File: src/rtl/uart_tx_fifo.sv
// uart_tx_fifo: 8N1 UART transmitter fed by a power-of-two byte FIFO.
// The frame being shifted is held outside the FIFO, so fifo_count covers only waiting bytes.
module uart_tx_fifo #(
    parameter int div_ratio  = 868,
    parameter int fifo_depth = 16
) (
    input  logic                          clk,
    input  logic                          rst,
    input  logic [7:0]                    tx_data_i,
    input  logic                          tx_valid_i,
    output logic                          tx_ready_o,
    output logic                          tx_line_o,
    output logic                          busy_o,
    output logic [$clog2(fifo_depth):0]   fifo_count_o,
    output logic                          ovf_o
);
    localparam int AW = $clog2(fifo_depth);
    localparam int BW = $clog2(div_ratio);

    typedef enum logic [1:0] {IDLE, START, DATA, STOP} state_t;

    state_t        state_q, state_d;
    logic [BW-1:0] cnt_q, cnt_d;
    logic [2:0]    idx_q, idx_d;
    logic [7:0]    data_q, data_d;
    logic [AW-1:0] wr_q, rd_q;
    logic [AW:0]   count_q, count_d;
    logic [7:0]    mem_q [fifo_depth];
    logic          tx_line_q, tx_line_d, ovf_q, ovf_d;
    logic          push, pop, tc, has_data;

    assign tc         = cnt_q == BW'(div_ratio - 1);
    assign has_data   = count_q != '0;
    assign tx_ready_o = count_q != (AW+1)'(fifo_depth);
    assign push       = tx_valid_i && tx_ready_o;

    always_ff @(posedge clk) begin
        if (rst) begin
            state_q   <= IDLE;
            cnt_q     <= '0;
            idx_q     <= '0;
            data_q    <= '0;
            wr_q      <= '0;
            rd_q      <= '0;
            count_q   <= '0;
            tx_line_q <= 1'b1;
            ovf_q     <= 1'b0;
        end else begin
            state_q   <= state_d;
            cnt_q     <= cnt_d;
            idx_q     <= idx_d;
            data_q    <= data_d;
            wr_q      <= wr_q + AW'(push);
            rd_q      <= rd_q + AW'(pop);
            count_q   <= count_d;
            tx_line_q <= tx_line_d;
            ovf_q     <= ovf_d;
        end
    end

    always_ff @(posedge clk) begin
        if (!rst && push) mem_q[wr_q] <= tx_data_i;
    end

    // A pop happens from IDLE, or at the end of STOP so frames run back to back.
    always_comb begin
        state_d = state_q;
        cnt_d   = tc ? '0 : cnt_q + 1'b1;
        idx_d   = idx_q;
        pop     = 1'b0;
        case (state_q)
            IDLE: begin
                cnt_d   = '0;
                pop     = has_data;
                state_d = has_data ? START : IDLE;
            end
            START: if (tc) begin
                state_d = DATA;
                idx_d   = '0;
            end
            DATA: if (tc) begin
                state_d = idx_q == 3'd7 ? STOP : DATA;
                idx_d   = idx_q + 1'b1;
            end
            STOP: if (tc) begin
                pop     = has_data;
                state_d = has_data ? START : IDLE;
            end
            default: begin
                state_d = IDLE;
                cnt_d   = '0;
            end
        endcase
    end

    // Line level is derived from the next state so it is registered with no glitch.
    always_comb begin
        count_d   = count_q + {{AW{1'b0}}, push} - {{AW{1'b0}}, pop};
        data_d    = pop ? mem_q[rd_q] : data_q;
        tx_line_d = state_d == START ? 1'b0 : state_d == DATA ? data_d[idx_d] : 1'b1;
        ovf_d     = tx_valid_i && !tx_ready_o;
    end

    assign tx_line_o    = tx_line_q;
    assign busy_o       = state_q != IDLE;
    assign fifo_count_o = count_q;
    assign ovf_o        = ovf_q;
endmodule

File: config.mk
export PLATFORM = sky130hd
export DESIGN_NAME = uart_tx_fifo
export DESIGN_NICKNAME = d
export VERILOG_FILES = /design/src/rtl/uart_tx_fifo.sv
export SDC_FILE = /design/constraint.sdc
export NUM_CORES = 1
export LEC_CHECK = 0
export ABC_AREA = 1
export BUFFER_PORTS_ARGS = -buffer_cell sky130_fd_sc_hd__buf_2
export CAP_MARGIN = 20
export CORE_MARGIN = 10
export CORE_UTILIZATION = 40
export CTS_CLUSTER_DIAMETER = 120
export DETAILED_ROUTE_END_ITERATION = 8
export PLACE_DENSITY_LB_ADDON = 0.2
export SLEW_MARGIN = 20
export SYNTH_ARGS = -nofsm -noshare
export SYNTH_HDL_FRONTEND = slang
export SYNTH_SLANG_ARGS = --single-unit
File: constraint.sdc
create_clock -name clk -period 2.65 [get_ports clk]
set_input_delay 0.53 -clock clk [delete_from_list [all_inputs] [get_ports clk]]
set_output_delay 0.53 -clock clk [all_outputs]
set_load 0.01 [all_outputs]
==> results_dict.tcl, run 1 <==
set metrics [dict create \
    status "finished clean" \
    drive_gt1_frac 0.145 \
    hold_class "in -> reg" \
    ir_drop_v 0.000503 \
    initial_core_util 0.405 \
    grt_overflow_total 0 \
    grt_max_degree 64 \
    synth_fa_ha_area_frac 0.0339 \
    setup_viol 0 \
    syn_avg_cell_area_sq_um 9.87 \
    worstPathCellList "inv_2, ha_4, a21oi_1, nand2_1, a21oi_4, inv_4, nor2_4, inv_1, nand2_1, ha_2, inv_1, fa_2, nor3_4, a211oi_2, o21ai_1, a21oi_1" \
    die_x_um 154 \
    die_h_um 154 \
    stdcell_count 1015 \
    hold_slack_ns 0.339 \
    cp-startpoint "state_q[0]" \
    path_buf_inv 4 \
    layout.nets 803 \
    first_iter_violations 268 \
    setup_tns_ns 0 \
    numCtsBuffers 17 \
    rows 49 \
    synth_cell_types 33 \
    wl_mm 16.2 \
    timing.clock.skew_ns 0.00715 \
    drc 0 \
    grt_pass1_wl_mm 26.0 \
    synthXorXnorAreaFrac 0.00727 \
    syn-cell-area_sq_um 7230 \
    cts.sinks 166 \
    antenna_cells 0 \
    route.met2.wl_mm 8.23 \
    clock.fmax_mhz 406 \
    slew_headroom 0.602 \
    syn_to_final_growth_pct 15.2 \
    antenna_found_initial 0 \
    synth_top_family_by_area "simple AND/OR/NAND/NOR gates" \
    worstPathArrival_ns 2.77 \
    detail_route.vias_per_cell 4.98 \
    worstRegToRegCells 16 \
    start_kind "flop" \
    stdcell_area_sq_um 8330 \
    placed_cell_area_sq_um 7710 \
    period_share 0.930 \
    worstSkewPairLatency_ns 0.43 \
    synthCells 732 \
    wl_met3_um 647 \
    finalPower_uw 7260 \
    holdPathStages 3 \
    highest-signal-layer "met4" \
    powerDensity_nw_per_um2 872 \
    route.detailed.wl_per_inst_um 15.9 \
    cts_tree "built" \
    hpwlAfterDp_mm 10.5 \
    dieArea_sq_um 23800 \
    portBuffers 19 \
    clkTransAtPathRegs_ns 0.07 \
    numPlacedInstances 979 \
    critPathTopFamily "adder cells" \
    postSynthNetCount 762 \
    min_from "tx_valid_i" \
    synth_compound_area_frac 0.0383 \
    core-area_sq_um 17800 \
    cpMaxStageDelayCell "fa_2" \
    synthSimpleGateAreaFrac 0.234 \
    drv_slew 0 \
    setup.worst_path.end_class "flop" \
    grt_usage 0.138 \
    finalCriticalPeriod_ns 2.46 \
    grt_pass1_vias 5057 \
    hold_violations 0 \
    worst_pin_slew_ns 0.597 \
    ioPinCount 20 \
    via_count 5050 \
    cp.depth 16 \
    globalplace.congestion 0.847 \
    p_leak_uw 0.00324 \
    yosysSeqAreaShare 0.637 \
    worstPathRequired_ns 2.95 \
    synth_mux_area_frac 0 \
    root_buffer "clkbuf_16" \
    clockBufferDepth 2 \
    drt-met1-wl_mm 6.95 \
    crit_type "reg -> reg" \
    htreeDepth 4 \
    path_max_fanout 5 \
    grt_setup_unrepaired "yes" \
    crit_path_max_incr_delay_ns 0.38 \
    first_pass_iters 4 \
    drv_cap 0 \
    ant_nets 0 \
    ys_warn_count 0 \
    ctsHoldBuffers 0 \
    ys_ff_latch 166 \
    r2r-start "state_q[0]" \
]
[worst reg2reg max path: stages (launching register included)]
cell	delay [ns]
dfxtp_4	0.37
inv_2	0.06
ha_4	0.26
a21oi_1	0.13
nand2_1	0.10
a21oi_4	0.16
inv_4	0.06
nor2_4	0.08
inv_1	0.06
nand2_1	0.06
ha_2	0.17
inv_1	0.05
fa_2	0.38
nor3_4	0.15
a211oi_2	0.06
o21ai_1	0.14
a21oi_1	0.05
[registers in the layout, indices dropped and copies added, names as in the netlist]
signal        flops
cnt_q            10
data_q            8
fifo_count_o      5
idx_q             3
mem_q           128
ovf_o             1
rd_q              4
state_q           2
tx_line_o         1
wr_q              4
[routing by layer]
metal  vias up  global-route usage
li1       2510                   -
met1      2418               0.159
met2        97               0.244
met3        25              0.0316
met4         0              0.0526
met5         -                   0
[cell usage in the layout (no fill, tap or decap), types with 2 or more instances in the layout]
cell type and n:
clkinvlp_4 2, clkinv_2 2, ha_4 2, a31oi_1 2
buf_4 29, clkinv_4 5, nand2_2 2, o21bai_1 2
inv_1 57, nand2_1 192, nor2_1 95, o21ai_1 3
dfxtp_2 5, o211ai_1 2, edfxtp_1 128, inv_6 3
xnor2_1 4, a21oi_1 11, nor2_4 2, inv_2 4
clkinv_1 2, o21ai_0 28, clkbuf_16 17, ha_1 15
xor2_1 2, or2_2 9, nor2_2 2, nand3_1 91
buf_2 19, nand4_1 3, dfxtp_1 32
[where the power goes]
group / switching [uW] / total (uW) / internal [uW] / leakage (uW)
clock network: 1020 / 2220 / 1200 / 0.000255
registers: 85.5 / 3040 / 2950 / 0.00147
logic: 1270 / 2000 / 729 / 0.00152
[what timing repair did]
item | 4_1_cts | 5_1_grt
gates resized for setup | 3 | 16
endpoints found under the setup margin | 1 | 3
pin swaps | 0 | 7
buffers inserted | 0 | 4
[synthesized netlist by cell type, drive strengths merged]
library cell	number	share of area
fa	1	0.0028
nor2	99	0.053
edfxtp	128	0.53
dfxtp	38	0.11
xor2	2	0.0024
or2	9	0.0078
clkbuf	13	0.0068
nand3	92	0.065
o21bai	2	0.0021
a21oi	12	0.0099
nor3	2	0.0014
inv	62	0.033
o211ai	2	0.0021
clkinv	1	0.00052
a211oi	1	0.0010
o21ai	31	0.021
buf	14	0.010
ha	18	0.031
xnor2	4	0.0048
a31oi	2	0.0017
nand4	3	0.0026
nor4	2	0.0017
nand2	194	0.10
[kinds of logic after synthesis]
group	Yosys count
XOR/XNOR	6
flip-flops	166
AND/OR/NAND/NOR	401
AO/OA/AOI/OAI	50
buffers and inverters	90
adder cells (fa/ha/maj)	19
[stage by stage]
stage | setup WS [ns] | util
3_5_place_dp | -0.0735 | 0.432
5_1_grt | -0.0239 | 0.467
6_report | 0.186 | 0.467
3_3_place_gp | 0.110 | 0.432
4_1_cts | 0.00139 | 0.463
2_1_floorplan | 0.0450 | -
[final cells by class]
type | count | area, sq um
Timing Repair Buffer | 49 | 333
Clock buffer | 18 | 429
Fill cell | 1619 | 9510
Sequential cell | 166 | 4610
Tap cell | 229 | 287
Inverter | 63 | 239
Clock inverter | 14 | 104
Multi-Input combinational cell | 476 | 2320
[worst paths after layout]
path / end / slack, ns
worst min-delay path: ovf_o / 0.34
worst max-delay path: fifo_count_o[4] / 0.19
worst max register to register: fifo_count_o[4] / 0.19
worst min register to register: cnt_q[0] / 0.45
Note: power is estimated with default switching activity, not from simulation.
==> run 2: changes to the inputs <==
Settings changed: BUFFER_PORTS_ARGS -buffer_cell sky130_fd_sc_hd__buf_2 to -buffer_cell sky130_fd_sc_hd__buf_4.
==> run 2 against run 1 <==
Power increased by 2.9%. Final cell count decreased by 0.20%. Clock power increased by 12%. Die area unchanged. Hold slack improved by 0.021 ns. Clock skew increased by 0.0090 ns. Via count decreased by 1.2%. Critical path depth unchanged.
==> results_dict.tcl, run 2 (synthesized netlist as in run 1, its figures left out) <==
set metrics [dict create \
    status "finished clean" \
    pwr-share-comb 0.262 \
    numCtsBuffers 17 \
    timing.clock.skew_ns 0.0162 \
    antenna_found_initial 0 \
    powerDensity_nw_per_um2 889 \
    initial_core_util 0.405 \
    antenna_cells 0 \
    worstSkewPairLatency_ns 0.42 \
    layout.nets 801 \
    seqPwrFrac 0.405 \
    mostFrequentLayoutCell "nand2_1" \
    worst_pin_slew_ns 0.726 \
    portBuffers 19 \
    worstPathRequired_ns 2.95 \
    clockBufferDepth 2 \
    holdPathStages 3 \
    grt_usage 0.136 \
    fin_util 0.471 \
    rows 49 \
    grt_max_degree 66 \
    p_sw_frac 0.311 \
    largest-register "mem_q" \
    drc 0 \
    htreeDepth 4 \
    cts_tree "built" \
    largest_register_ffs 128 \
    core-area_sq_um 17800 \
    setup.worst_path.end_class "flop" \
    first_pass_iters 5 \
    cts.sinks 166 \
    ctsHoldBuffers 0 \
    stdcell_count 1013 \
    detail_route.vias_per_cell 4.92 \
    setup_viol 0 \
    grt_setup_unrepaired "no" \
    drv_slew 0 \
    setup_ws_ns 0.198 \
    die_x_um 154 \
    worstRegToRegCells 16 \
    ir_drop_v 0.000469 \
    via_count 4988 \
    wl_mm 16.0 \
    hold_slack_ns 0.360 \
    dieArea_sq_um 23800 \
    die_h_um 154 \
    syn_to_final_growth_pct 16.3 \
    first_iter_violations 324 \
    drive_gt1_frac 0.142 \
    grt_pass1_wl_mm 25.7 \
    clock.fmax_mhz 408 \
    setup_tns_ns 0 \
    globalplace.congestion 0.894 \
    ant_nets 0 \
    root_buffer "clkbuf_16" \
    ioPinCount 20 \
    cell_internal_pwr_uw 5150 \
    largestRegisters "mem_q: 128 flops, cnt_q: 10 flops, data_q: 8 flops" \
    grt_overflow_total 0 \
    crit_type "reg -> reg" \
    final_cell_mix "nand2_1, edfxtp_1, nor2_1" \
    slew_headroom 0.516 \
    pre_cts_ws_ns -0.0474 \
    hold_violations 0 \
    clockPowerShare 0.333 \
    numPlacedInstances 980 \
    path_max_fanout 5 \
    finalCriticalPeriod_ns 2.45 \
    p_sw_uw 2330 \
    worstPathArrival_ns 2.76 \
    drv_cap 0 \
    hold_class "in -> reg" \
    start_kind "flop" \
    grt_pass1_vias 4981 \
    route.detailed.wl_per_inst_um 15.8 \
    hpwlAfterDp_mm 10.5 \
    period_share 0.925 \
    p_leak_uw 0.00328 \
    clkTransAtPathRegs_ns 0.06 \
]
## run 2: cell count changes in the layout (fill, tap and decap cells not counted), moves of 2 or more
| cell | previous run | this run |
|---|---|---|
| buf_2 | 19 | 0 |
| o21ai_1 | 3 | 1 |
| buf_4 | 29 | 46 |
| clkinv_4 | 5 | 1 |
| bufinv_16 | 0 | 3 |
## run 2: power groups by stage
stage	Sequential (uW)	Clock, uW	Combinational [uW]
after floorplan	3080	0	1350
after global placement	3070	0	1880
after detailed placement	3080	0	1930
after CTS	3020	2550	1960
after global routing	3040	2660	2220
final	3030	2490	1960
## run 2: layout make-up
cell class | count | area, sq um
Clock buffer | 17 | 425
Clock inverter | 15 | 178
Fill cell | 1639 | 9430
Inverter | 63 | 239
Multi-Input combinational cell | 476 | 2300
Sequential cell | 166 | 4610
Tap cell | 229 | 287
Timing Repair Buffer | 47 | 365
## run 2: worst max-delay path, stage by stage (launching register included)
cell and delay (ns):
dfxtp_2 0.36, inv_2 0.07, ha_4 0.26, a21oi_1 0.13
nand2_1 0.10, a21oi_4 0.16, inv_4 0.05, nor2_2 0.09
inv_1 0.06, nand2_1 0.07, ha_2 0.18, inv_1 0.05
fa_2 0.36, nor3_2 0.13, a211oi_1 0.08, o21ai_1 0.14
a21oi_1 0.05
## run 2: through the flow
| step | area [sq um] | total power (uW) |
|---|---|---|
| after global routing | 8410 | 7930 |
| final | 8410 | 7480 |
| after CTS | 8380 | 7520 |
| after detailed placement | 7770 | 5010 |
| after global placement | 7770 | 4940 |
| after floorplan | 7240 | 4430 |
## run 2: final timing paths
path	startpoint	endpoint	slack, ns
worst max-delay path	state_q[0]	fifo_count_o[4]	0.20
worst min-delay path	tx_valid_i	ovf_o	0.36
worst max register to register	state_q[0]	fifo_count_o[4]	0.20
worst min register to register	cnt_q[0]	cnt_q[0]	0.45
## run 2: repair_timing
action	CTS	global route
pin swaps	0	4
buffers inserted	0	1
gates resized for setup	3	10
cloned	0	0
setup endpoints to repair	1	2
## run 2: per-layer routing
| metal | GRT usage | part of all wire |
|---|---|---|
| met1 | 0.160 | 0.43 |
| met4 | 0.0481 | 0.015 |
| met3 | 0.0261 | 0.033 |
| met2 | 0.242 | 0.52 |
| met5 | 0 | 0 |
==> run 3: changes to the inputs <==
Clock period 2.65 ns to 2.75 ns, I/O delays scaled along.
==> run 3 against run 2 <==
Cell area down 0.34%. Global-route usage about the same. Largest power group unchanged. Die area unchanged. Critical path depth up 1. Highest routed layer unchanged. Via count about the same. Sequential share of layout area up 0.17 points. Routed wire length up 0.32%. Flip-flop and latch count unchanged. Count of clock-buffer cells in the layout unchanged. Clock skew down 0.010 ns.
==> results_dict.tcl, run 3 (synthesized netlist as in run 1, its figures left out) <==
set metrics [dict create \
    status "finished clean" \
    regArea_sq_um 4610 \
    worstPathRequired_ns 3.05 \
    p_leak_uw 0.00327 \
    first_pass_iters 5 \
    die_h_um 154 \
    powerDensity_nw_per_um2 846 \
    ioPinCount 20 \
    htreeDepth 4 \
    cts_tree "built" \
    grt_overflow_total 0 \
    numCtsBuffers 17 \
    grt_usage 0.136 \
    dieArea_sq_um 23800 \
    wl_mm 16.0 \
    r2r_slack_ns 0.24 \
    antenna_cells 0 \
    first_iter_violations 333 \
    grt_pass1_vias 4941 \
    detail_route.vias_per_cell 4.92 \
    layout.nets 802 \
    portBuffers 19 \
    root_buffer "clkbuf_16" \
    worstSkewPairLatency_ns 0.42 \
    setup_ws_ns 0.235 \
    drive_gt1_frac 0.139 \
    grt_pass1_wl_mm 25.8 \
    crit_type "reg -> reg" \
    hold_violations 0 \
    hpwlAfterDp_mm 10.5 \
    core-area_sq_um 17800 \
    clockBufferDepth 2 \
    clkTransAtPathRegs_ns 0.06 \
    setup_viol 0 \
    slew_headroom 0.432 \
    stdcell_area_sq_um 8380 \
    hold_class "in -> reg" \
    globalplace.congestion 0.858 \
    setup.worst_path.end_class "flop" \
    ant_nets 0 \
    multi_input_area_sq_um 2290 \
    drc 0 \
    drv_slew 0 \
    pre_cts_ws_ns 0.0438 \
    drv_cap 0 \
    route.detailed.wl_per_inst_um 15.8 \
    die_x_um 154 \
    syn_to_final_growth_pct 15.9 \
    mostFrequentLayoutCell "nand2_1" \
    setup_tns_ns 0 \
    largest-register "mem_q" \
    grt_max_degree 45 \
    antenna_found_initial 0 \
    timing.clock.skew_ns 0.00589 \
    clock.fmax_mhz 398 \
    initial_core_util 0.405 \
    worstPathArrival_ns 2.81 \
    largestRegisters "mem_q: 128 flops, cnt_q: 10 flops, data_q: 8 flops" \
    ir_drop_v 0.000481 \
    largest_register_ffs 128 \
    rows 49 \
    final_cell_mix "nand2_1, edfxtp_1, nor2_1" \
    fillCellCount 1655 \
    start_kind "flop" \
    via_count 4989 \
    cts.sinks 166 \
    placed_cell_area_sq_um 7740 \
    grt_setup_unrepaired "no" \
    path_max_fanout 4 \
    ctsHoldBuffers 0 \
    period_share 0.914 \
    worst_pin_slew_ns 0.851 \
    finalCriticalPeriod_ns 2.51 \
]
-- run 3: metrics by stage --
step | hold slack [ns] | util | total power, uW | instances
after floorplan | 0.418 | - | 4250 | 732
after global placement | 0.432 | 0.434 | 4730 | 980
after detailed placement | 0.444 | 0.434 | 4770 | 980
after CTS | 0.360 | 0.467 | 7130 | 1012
after global routing | 0.366 | 0.470 | 7530 | 1014
final | 0.374 | 0.470 | 7090 | 1014
-- run 3: worst max-delay path: stages (launching register included) --
cell and delay [ns]:
dfxtp_2 0.34, inv_1 0.14, ha_4 0.14, inv_1 0.09
a21oi_1 0.14, nand2_1 0.10, a21oi_4 0.17, inv_4 0.05
nor2_2 0.09, inv_1 0.06, nand2_1 0.06, ha_1 0.16
inv_1 0.05, fa_2 0.36, nor3_2 0.16, a211oi_1 0.07
o21ai_1 0.14, a21oi_1 0.05
-- run 3: final timing paths --
path,startpoint,end,depth (start not counted)
worst max register to register,state_q[0],fifo_count_o[4],17
worst min-delay path,tx_valid_i,ovf_o,3
worst max-delay path,state_q[0],fifo_count_o[4],17
worst min register to register,cnt_q[0],cnt_q[0],1
-- run 3: final cells by class --
cell class | instances | share of cell area
sequential | 166 | 0.550
multi-input combinational | 476 | 0.273
clock buffer | 17 | 0.0508
timing repair buffer | 48 | 0.0430
tap | 229 | 0.0342
inverter | 63 | 0.0285
clock inverter | 15 | 0.0205
-- run 3: power breakdown --
part | switching (uW) | internal (uW)
registers | 96.5 | 2840
clock network | 1000 | 1360
logic | 1130 | 660
-- run 3: layer usage --
metal | share of wire | vias to the layer above | global-route usage | routed length [um]
li1 | - | 2524 | - | -
met1 | 0.45 | 2348 | 0.166 | 7240
met2 | 0.50 | 92 | 0.233 | 7950
met3 | 0.032 | 25 | 0.0258 | 505
met4 | 0.021 | 0 | 0.0508 | 335
met5 | 0 | - | 0 | 0
-- run 3: timing repair --
action / CTS / global route
setup endpoints to repair: 0 / 1
gates resized for setup: 0 / 10
buffers inserted: 0 / 2
endpoints found under the hold margin: 0 / 0
